`config.mk`:
```
export PLATFORM = sky130hd
export DESIGN_NAME = random_victim_sel
export DESIGN_NICKNAME = d
export VERILOG_FILES = /design/src/rtl/random_victim_sel.sv
export SDC_FILE = /design/constraint.sdc
export NUM_CORES = 1
export LEC_CHECK = 0
export ABC_AREA = 1
export CAP_MARGIN = 20
export CORE_AREA = 2 2 45 47
export DETAILED_ROUTE_END_ITERATION = 7
export DIE_AREA = 0 0 47 49
export HOLD_SLACK_MARGIN = 0.05
export MAX_ROUTING_LAYER = met4
export PLACE_DENSITY = 0.83
export SYNTH_ARGS = -nofsm -noshare
export SYNTH_HDL_FRONTEND = slang
export SYNTH_SLANG_ARGS = --single-unit
```
`constraint.sdc`:
```
create_clock -name clk -period 3.1 [get_ports clk]
set_clock_uncertainty 0.15 [all_clocks]
set_input_delay 0.62 -clock clk [delete_from_list [all_inputs] [get_ports clk]]
set_output_delay 0.62 -clock clk [all_outputs]
set_load 0.1 [all_outputs]
```
`src/rtl/random_victim_sel.sv`:
```
// rtl/random_victim_sel.sv - victim way selector: invalid-first, then random unlocked way, held until fill
module random_victim_sel #(
  parameter int NUMWAYS   = 4,
  parameter int LFSRWIDTH = 8
) (
  input  logic                 clk,
  input  logic                 reset,
  input  logic                 FlushStage,
  input  logic                 CacheEn,
  input  logic                 AllocReq,
  input  logic [NUMWAYS-1:0]   ValidWay,
  input  logic [NUMWAYS-1:0]   LockWay,
  input  logic [LFSRWIDTH-1:0] RandIn,
  input  logic                 FillDone,
  output logic [NUMWAYS-1:0]   VictimWay,
  output logic                 VictimValid,
  output logic                 NoVictim,
  output logic                 LFSRAdvance
);

  localparam int IDXW = $clog2(NUMWAYS);

  typedef enum logic {IDLE, HOLD} state_t;

  state_t             state, state_next;
  logic               from_random, from_random_next;
  logic [NUMWAYS-1:0] way_next;
  logic               valid_next, no_victim_next, advance_next;

  logic [NUMWAYS-1:0] free_way;
  logic [NUMWAYS-1:0] pick_way;
  logic               pick_found;
  logic               pick_random;
  logic [IDXW-1:0]    start_idx;
  logic [IDXW-1:0]    scan_idx;

  // Candidate victim: lowest invalid unlocked way, else first unlocked way scanning up from a random start.
  // The modulo by a power-of-two way count keeps only the low index bits of RandIn; the scan index wraps
  // naturally at IDXW bits.
  always_comb begin
    free_way    = ~ValidWay & ~LockWay;
    pick_way    = '0;
    pick_found  = 1'b0;
    pick_random = 1'b0;
    start_idx   = IDXW'(RandIn % LFSRWIDTH'(NUMWAYS));
    scan_idx    = '0;
    for (int i = 0; i < NUMWAYS; i++) begin
      if (!pick_found && free_way[i]) begin
        pick_way[i] = 1'b1;
        pick_found  = 1'b1;
      end
    end
    if (!pick_found) begin
      for (int k = 0; k < NUMWAYS; k++) begin
        scan_idx = start_idx + IDXW'(k);
        if (!pick_found && !LockWay[scan_idx]) begin
          pick_way[scan_idx] = 1'b1;
          pick_found         = 1'b1;
          pick_random        = 1'b1;
        end
      end
    end
  end

  // Next-state and registered-output values; leaving HOLD always clears the held victim.
  always_comb begin
    state_next       = state;
    way_next         = VictimWay;
    valid_next       = VictimValid;
    no_victim_next   = NoVictim;
    from_random_next = from_random;
    advance_next     = 1'b0;
    case (state)
      IDLE: begin
        if (AllocReq && CacheEn && !FlushStage) begin
          state_next       = HOLD;
          way_next         = pick_way;
          valid_next       = 1'b1;
          no_victim_next   = !pick_found;
          from_random_next = pick_random;
        end
      end
      HOLD: begin
        if (FlushStage || FillDone) begin
          state_next       = IDLE;
          way_next         = '0;
          valid_next       = 1'b0;
          no_victim_next   = 1'b0;
          from_random_next = 1'b0;
          advance_next     = FillDone && !FlushStage && from_random;
        end
      end
      default: begin
        state_next = IDLE;
      end
    endcase
  end

  // State and output registers with synchronous reset taking priority over every input.
  always_ff @(posedge clk) begin
    if (reset) begin
      state       <= IDLE;
      VictimWay   <= '0;
      VictimValid <= 1'b0;
      NoVictim    <= 1'b0;
      from_random <= 1'b0;
      LFSRAdvance <= 1'b0;
    end else begin
      state       <= state_next;
      VictimWay   <= way_next;
      VictimValid <= valid_next;
      NoVictim    <= no_victim_next;
      from_random <= from_random_next;
      LFSRAdvance <= advance_next;
    end
  end

endmodule

```
After elaboration in Yosys (flattened, before gate mapping)
Index checks and enable logic that the tools add are counted.
{"block": "classes", "bitwise_logic": 9, "mux": 56, "n_eq_ne": 2, "n_lt_le_gt_ge": 8, "reduce_logical": 31, "addsub": 3}
{"operator": "4-bit 2-to-1 mux", "count": 10}
{"operator": "1-bit 2-to-1 mux", "count": 33}
{"operator": "4-bit bitwise OR", "count": 4}
{"operator": "1-bit logical AND", "count": 15}
{"operator": "1-bit logical NOT", "count": 13}
{"operator": "2-bit by 3-bit less-than comparator with 1-bit output, second input constant", "count": 4}
{"operator": "1-bit binary-select mux with 2-bit select", "count": 4}
{"operator": "1-bit demux with 2-bit select", "count": 4}
{"operator": "2-bit by 1-bit greater-or-equal comparator with 1-bit output, second input constant", "count": 4}
{"operator": "4-bit inverter", "count": 2}
{"operator": "1-bit one-hot mux with 2 select lines", "count": 4}
{"operator": "4-bit one-hot mux with 2 select lines", "count": 1}
{"operator": "2-bit adder, second input constant", "count": 2}
{"operator": "4-bit bitwise AND", "count": 1}
{"operator": "3-bit OR reduction", "count": 1}
{"operator": "2-bit by 1-bit adder with 2-bit output, second input constant", "count": 1}
{"operator": "2-bit by 1-bit inequality test with 1-bit output, second input constant", "count": 1}
{"operator": "2-bit inequality test, second input constant", "count": 1}
{"operator": "1-bit inverter", "count": 2}
{"operator": "2-bit AND reduction", "count": 1}
{"operator": "1-bit logical OR", "count": 1}
{"block": "word_totals", "reg_bits": 9, "word_cells": 115, "output_inout_bits": 7}

Longest topological paths before layout
{"block": "depth", "word_depth": 31, "mapped_depth": 11}

Worst setup path after synthesis
No wires, ideal clock.
{"block": "synth_timing", "path_kind": "input port to flip-flop", "start": "input port RandIn[1]", "end": "register VictimWay[2]", "arrival_ps": 1712, "path_buffers": 0, "t_required_ps": 2882, "path_stages": 11, "setup_slack_ps": 1170, "cell_sequence": "inv_1 -> ha_1 -> inv_1 -> nand2_1 -> nand2_2 -> nand3_4 -> nor2_4 -> nand2_1 -> nand2_1 -> nand2_1 -> a21oi_2"}
{"block": "synth_between", "elab_chain_cells": 20, "word_cells_on_any_way": 62}
{"item": "start: declaration", "line": "13", "source": "input logic [LFSRWIDTH-1:0] RandIn,"}
{"item": "branches (longest 16 deep; another with 2-bit by 3-bit less-than comparator with 1-bit output)"}
{"item": "4-bit 2-to-1 mux (*)", "line": "56", "source": "if (!pick_found && !LockWay[scan_idx]) begin"}
{"item": "4-bit 2-to-1 mux (*)", "line": "53", "source": "if (!pick_found) begin"}
{"item": "4-bit 2-to-1 mux (*)", "line": "75", "source": "if (AllocReq && CacheEn && !FlushStage) begin"}
{"item": "4-bit one-hot mux with 2 select lines (*)", "line": "73", "source": "case (state)"}
{"item": "end signal: assignment", "line": "110", "source": "VictimWay <= way_next;"}
{"item": "end: declaration", "line": "15", "source": "output logic [NUMWAYS-1:0] VictimWay,"}
Mark *: on every way between the ends. The select of a mux whose other input is x is not followed.
A chain may end at the register's enable or synchronous reset.

Worst setup path after layout
{"block": "layout_timing", "start": "input port RandIn[0]", "end": "register VictimWay[2]"}
The elaborated chain is that of the path after synthesis.

==> summary.txt <==
Critical path
  • Cell type with the highest occurrence count on the critical path: nand2_1
  • FF-to-FF End: VictimWay[0]
  • Required @ worst endpoint: approximately 3.1 ns
  • Reg2reg setup slack: about 1.7 ns
  • Kind of critical path: in2reg
  • Largest delay share family, worst path: buffers and inverters
  • Max incr delay on CP: a little over 0.6 ns
  • WP buf/inv: 3
  • Crit path depth: 12
  • Critical path startpoint category: input pin
  • Data arrival, critical path: approximately 2.5 ns
  • Critical-path top delay cell: clkdlybuf4s50_1
  • CP max FO: 7
  • CP endpoint: VictimWay[2]
  • First element of the critical path: RandIn[0]
  • FF-to-FF Start: state
  • Cells traversed along the worst timing path: clkdlybuf4s50_1, inv_2, ha_1, inv_1, nand2_1, nand2_2, nand3_4, nor2_4, nand2_1, nand2_1, nand2_1, a21oi_2
  • CP Capture Type: register
  • Reg2reg path depth: 5

Place
  • Placed insts: 181
  • Placer congestion estimate: between 0.8 and 0.9
  • Post-detailed-placement half-perimeter wirelength: approximately 1500 um
  • Input/output buffers: 22

GRT
  • Overall routing resource usage: between 10% and 20%
  • Gr busiest metal: met2
  • Global route total overflow: 0
  • Global-route met2 utilization: slightly below 30%
  • Initial antenna violation count: 0
  • Met1 Track Usage GR: 22.7%
  • First-pass GRT wire length: 3140 um
  • Grt met3 use: approximately 1.1%
  • Via count of the first global-routing pass: about 840
  • Pin count of the biggest net entering global routing: 10

STA
  • Final Max Tran Viols: 0
  • Worst slew pin tran: ~0.43 ns
  • Hold violation total from the final report: 0
  • Normalized max-slew margin: 71.4%
  • Share of the cycle needed by the critical path after routing: around four fifths
  • Final count of negative-setup-slack endpoints: 0
  • RSZ-0062 raised after global routing: false
  • Setup TNS: 0 ns
  • Final worst path period need: between 2 and 2.5 ns
  • Fmax: approximately 400 MHz
  • Min Hold Slack: 0.308 ns

Logic synthesis
  • Mean cell area of the mapped netlist: roughly 6 um2
  • Top flip-flop cell by instance count after synthesis: dfxtp_1
  • Synth top area share: between 20 and 25%
  • Cell type with the highest aggregate area in the netlist: dfxtp_1
  • Sequential-to-total area share from yosys stat: approximately 22%
  • Ys Warns: 0
  • Proportion of register bits with asynchronous set or reset after synthesis: 0%
  • Netlist area before placement: around 820 um2
  • Count leader, synth: nand2_1
  • Synthesized instance count: ~130
  • Syn nets: around 160
  • Commonest cells in the synthesized netlist: nand2_1 (41), inv_1 (20), nor2_1 (15)
  • Top cells by area, synth: dfxtp_1 (22%), nand2_1 (19%), inv_1 (9.2%)
  • Register bit count reported by yosys: 9
  • Number of flops mapped to enable cells by yosys: 0
  • Number of distinct library cells after synthesis: 21

Routing
  • Total number of vias: 875
  • Number of violations reported at the end of detailed-routing iteration 0: 21
  • Overall routed net length: between 1500 and 2000 um
  • Number of design rule violations left after detail routing: 0
  • Routed len/inst: around 9.7 um
  • Vias per inst: between 4 and 5
  • DRT Pass-1 Iters: 4
  • Number of nets with antenna violations after routing: 0

Finish
  • Number of fillers in the final layout: between 150 and 200
  • Finished Core Util: approximately 58%
  • Area delta synth->final: 31.7%
  • Fraction of final layout cells with drive strength greater than 1: 18.4%
  • Diodes inserted: 0
  • Net count reported at finish: 185
  • Number of non-filler instances in the completed layout: about 190

Power and ir drop
  • Overall power after layout: ~340 uW
  • Peak supply drop: about 0.13 mV
  • Cell Pwr Density: about 320 nW/um2
  • Leakage dissipation: 0.500 nW

Floorplan
  • Die footprint: ~2300 um2
  • Height of the die: just under 50 um
  • Initial core utilization: approximately 44%
  • Rows: 16
  • Die Span X: ~47 um
  • Standard cell core area: 1840 um2
  • Ports placed on the boundary: 29

Clock tree
  • CTS tree: yes
  • Post-CTS Hold Buffers: 0
  • Post CTS Setup Buffer Count: 0
  • H-tree Lvls: 1
  • Number of buffers created by CTS: 3
  • Max Root-Sink Buffers: 2
  • Clock-pin transition on the worst setup and hold timing paths: 0.06 ns
  • Resized Gates After CTS: 0
  • Cell at the root of the clock tree: clkbuf_4
  • Later-pin clock latency in the skew report: around 0.26 ns
  • Number of clock sinks seen by CTS: 9

Run status
  • Status: complete, no violations

Min path
  • Worst min-delay path category: reg2reg
  • Launch instance of the worst min-delay path: from_random
  • Worst hold path cell count: 2

Flow run
  • MaxCap Viol Count: 0
[routing by layer]
layer	wire, um	share of wire [%]
met1	811	45
met2	856	48
met3	88	4.9
met4	37	2.1
met5	0	0
[cell usage in the layout, fill, tap and decap left out]
cell type / instances
nand3_4: 1
a21oi_1: 10
clkbuf_1: 1
dfxtp_1: 9
a22oi_1: 1
inv_1: 20
nor3_1: 1
and3_1: 1
clkbuf_4: 3
nand3_2: 3
ha_1: 4
nor2_1: 15
nor2_4: 2
a21oi_2: 4
nand2_1: 41
o21ai_0: 1
o21ai_2: 2
buf_4: 7
nand2_4: 2
nand3_1: 9
inv_2: 1
a31oi_1: 1
clkdlybuf4s50_1: 15
nand2_2: 4
[per-stage QoR]
step                      area, um2  setup slack [ns]
after floorplan                 818              1.17
after global placement         1050             0.385
after detailed placement       1050             0.348
after CTS                      1080             0.611
after global routing           1080             0.425
final                          1080             0.612
[worst min-delay path by stage]
stage                   to  slack, ns
2_1_floorplan  LFSRAdvance       0.29
3_3_place_gp   VictimValid       0.30
3_5_place_dp   LFSRAdvance       0.30
4_1_cts        LFSRAdvance       0.31
5_1_grt        LFSRAdvance       0.34
6_report       LFSRAdvance       0.31
[power breakdown]
part | leakage [nW] | switching [mW] | total [mW] | internal [mW]
clock network | 0.0150 | 0.0389 | 0.0884 | 0.0495
logic | 0.412 | 0.0835 | 0.133 | 0.0490
registers | 0.0729 | 0.00163 | 0.121 | 0.119
[cell type report]
class	instances	area [um2]	area share [%]
tap	27	33.8	3.14
inverter	21	78.8	7.32
timing repair buffer	22	203	18.8
clock buffer	4	26.3	2.44
sequential	9	180	16.7
multi-input combinational	102	556	51.6
[flip-flops by register name (all words and copies together) (netlist names)]
register	cells
state	1
NoVictim	1
LFSRAdvance	1
VictimWay	4
from_random	1
VictimValid	1
[worst reg2reg max path: cells and delay by family, from the launching register on]
kind	cells	cell delay, ns
DFF	1	0.36
and+or+nand+nor	4	0.74
AOI/OAI and AO/OA	1	0.14
[logic make-up (layout without fill, tap and decap cells)]
family,count (synthesis),count (layout),share of synthesized area [%]
simple gates,79,79,46.9
buf+inv,22,47,10.1
fa+ha+maj,4,4,6.12
compound gates,19,19,14.8
flops,9,9,22.0
(Power assumes the default switching activity.)
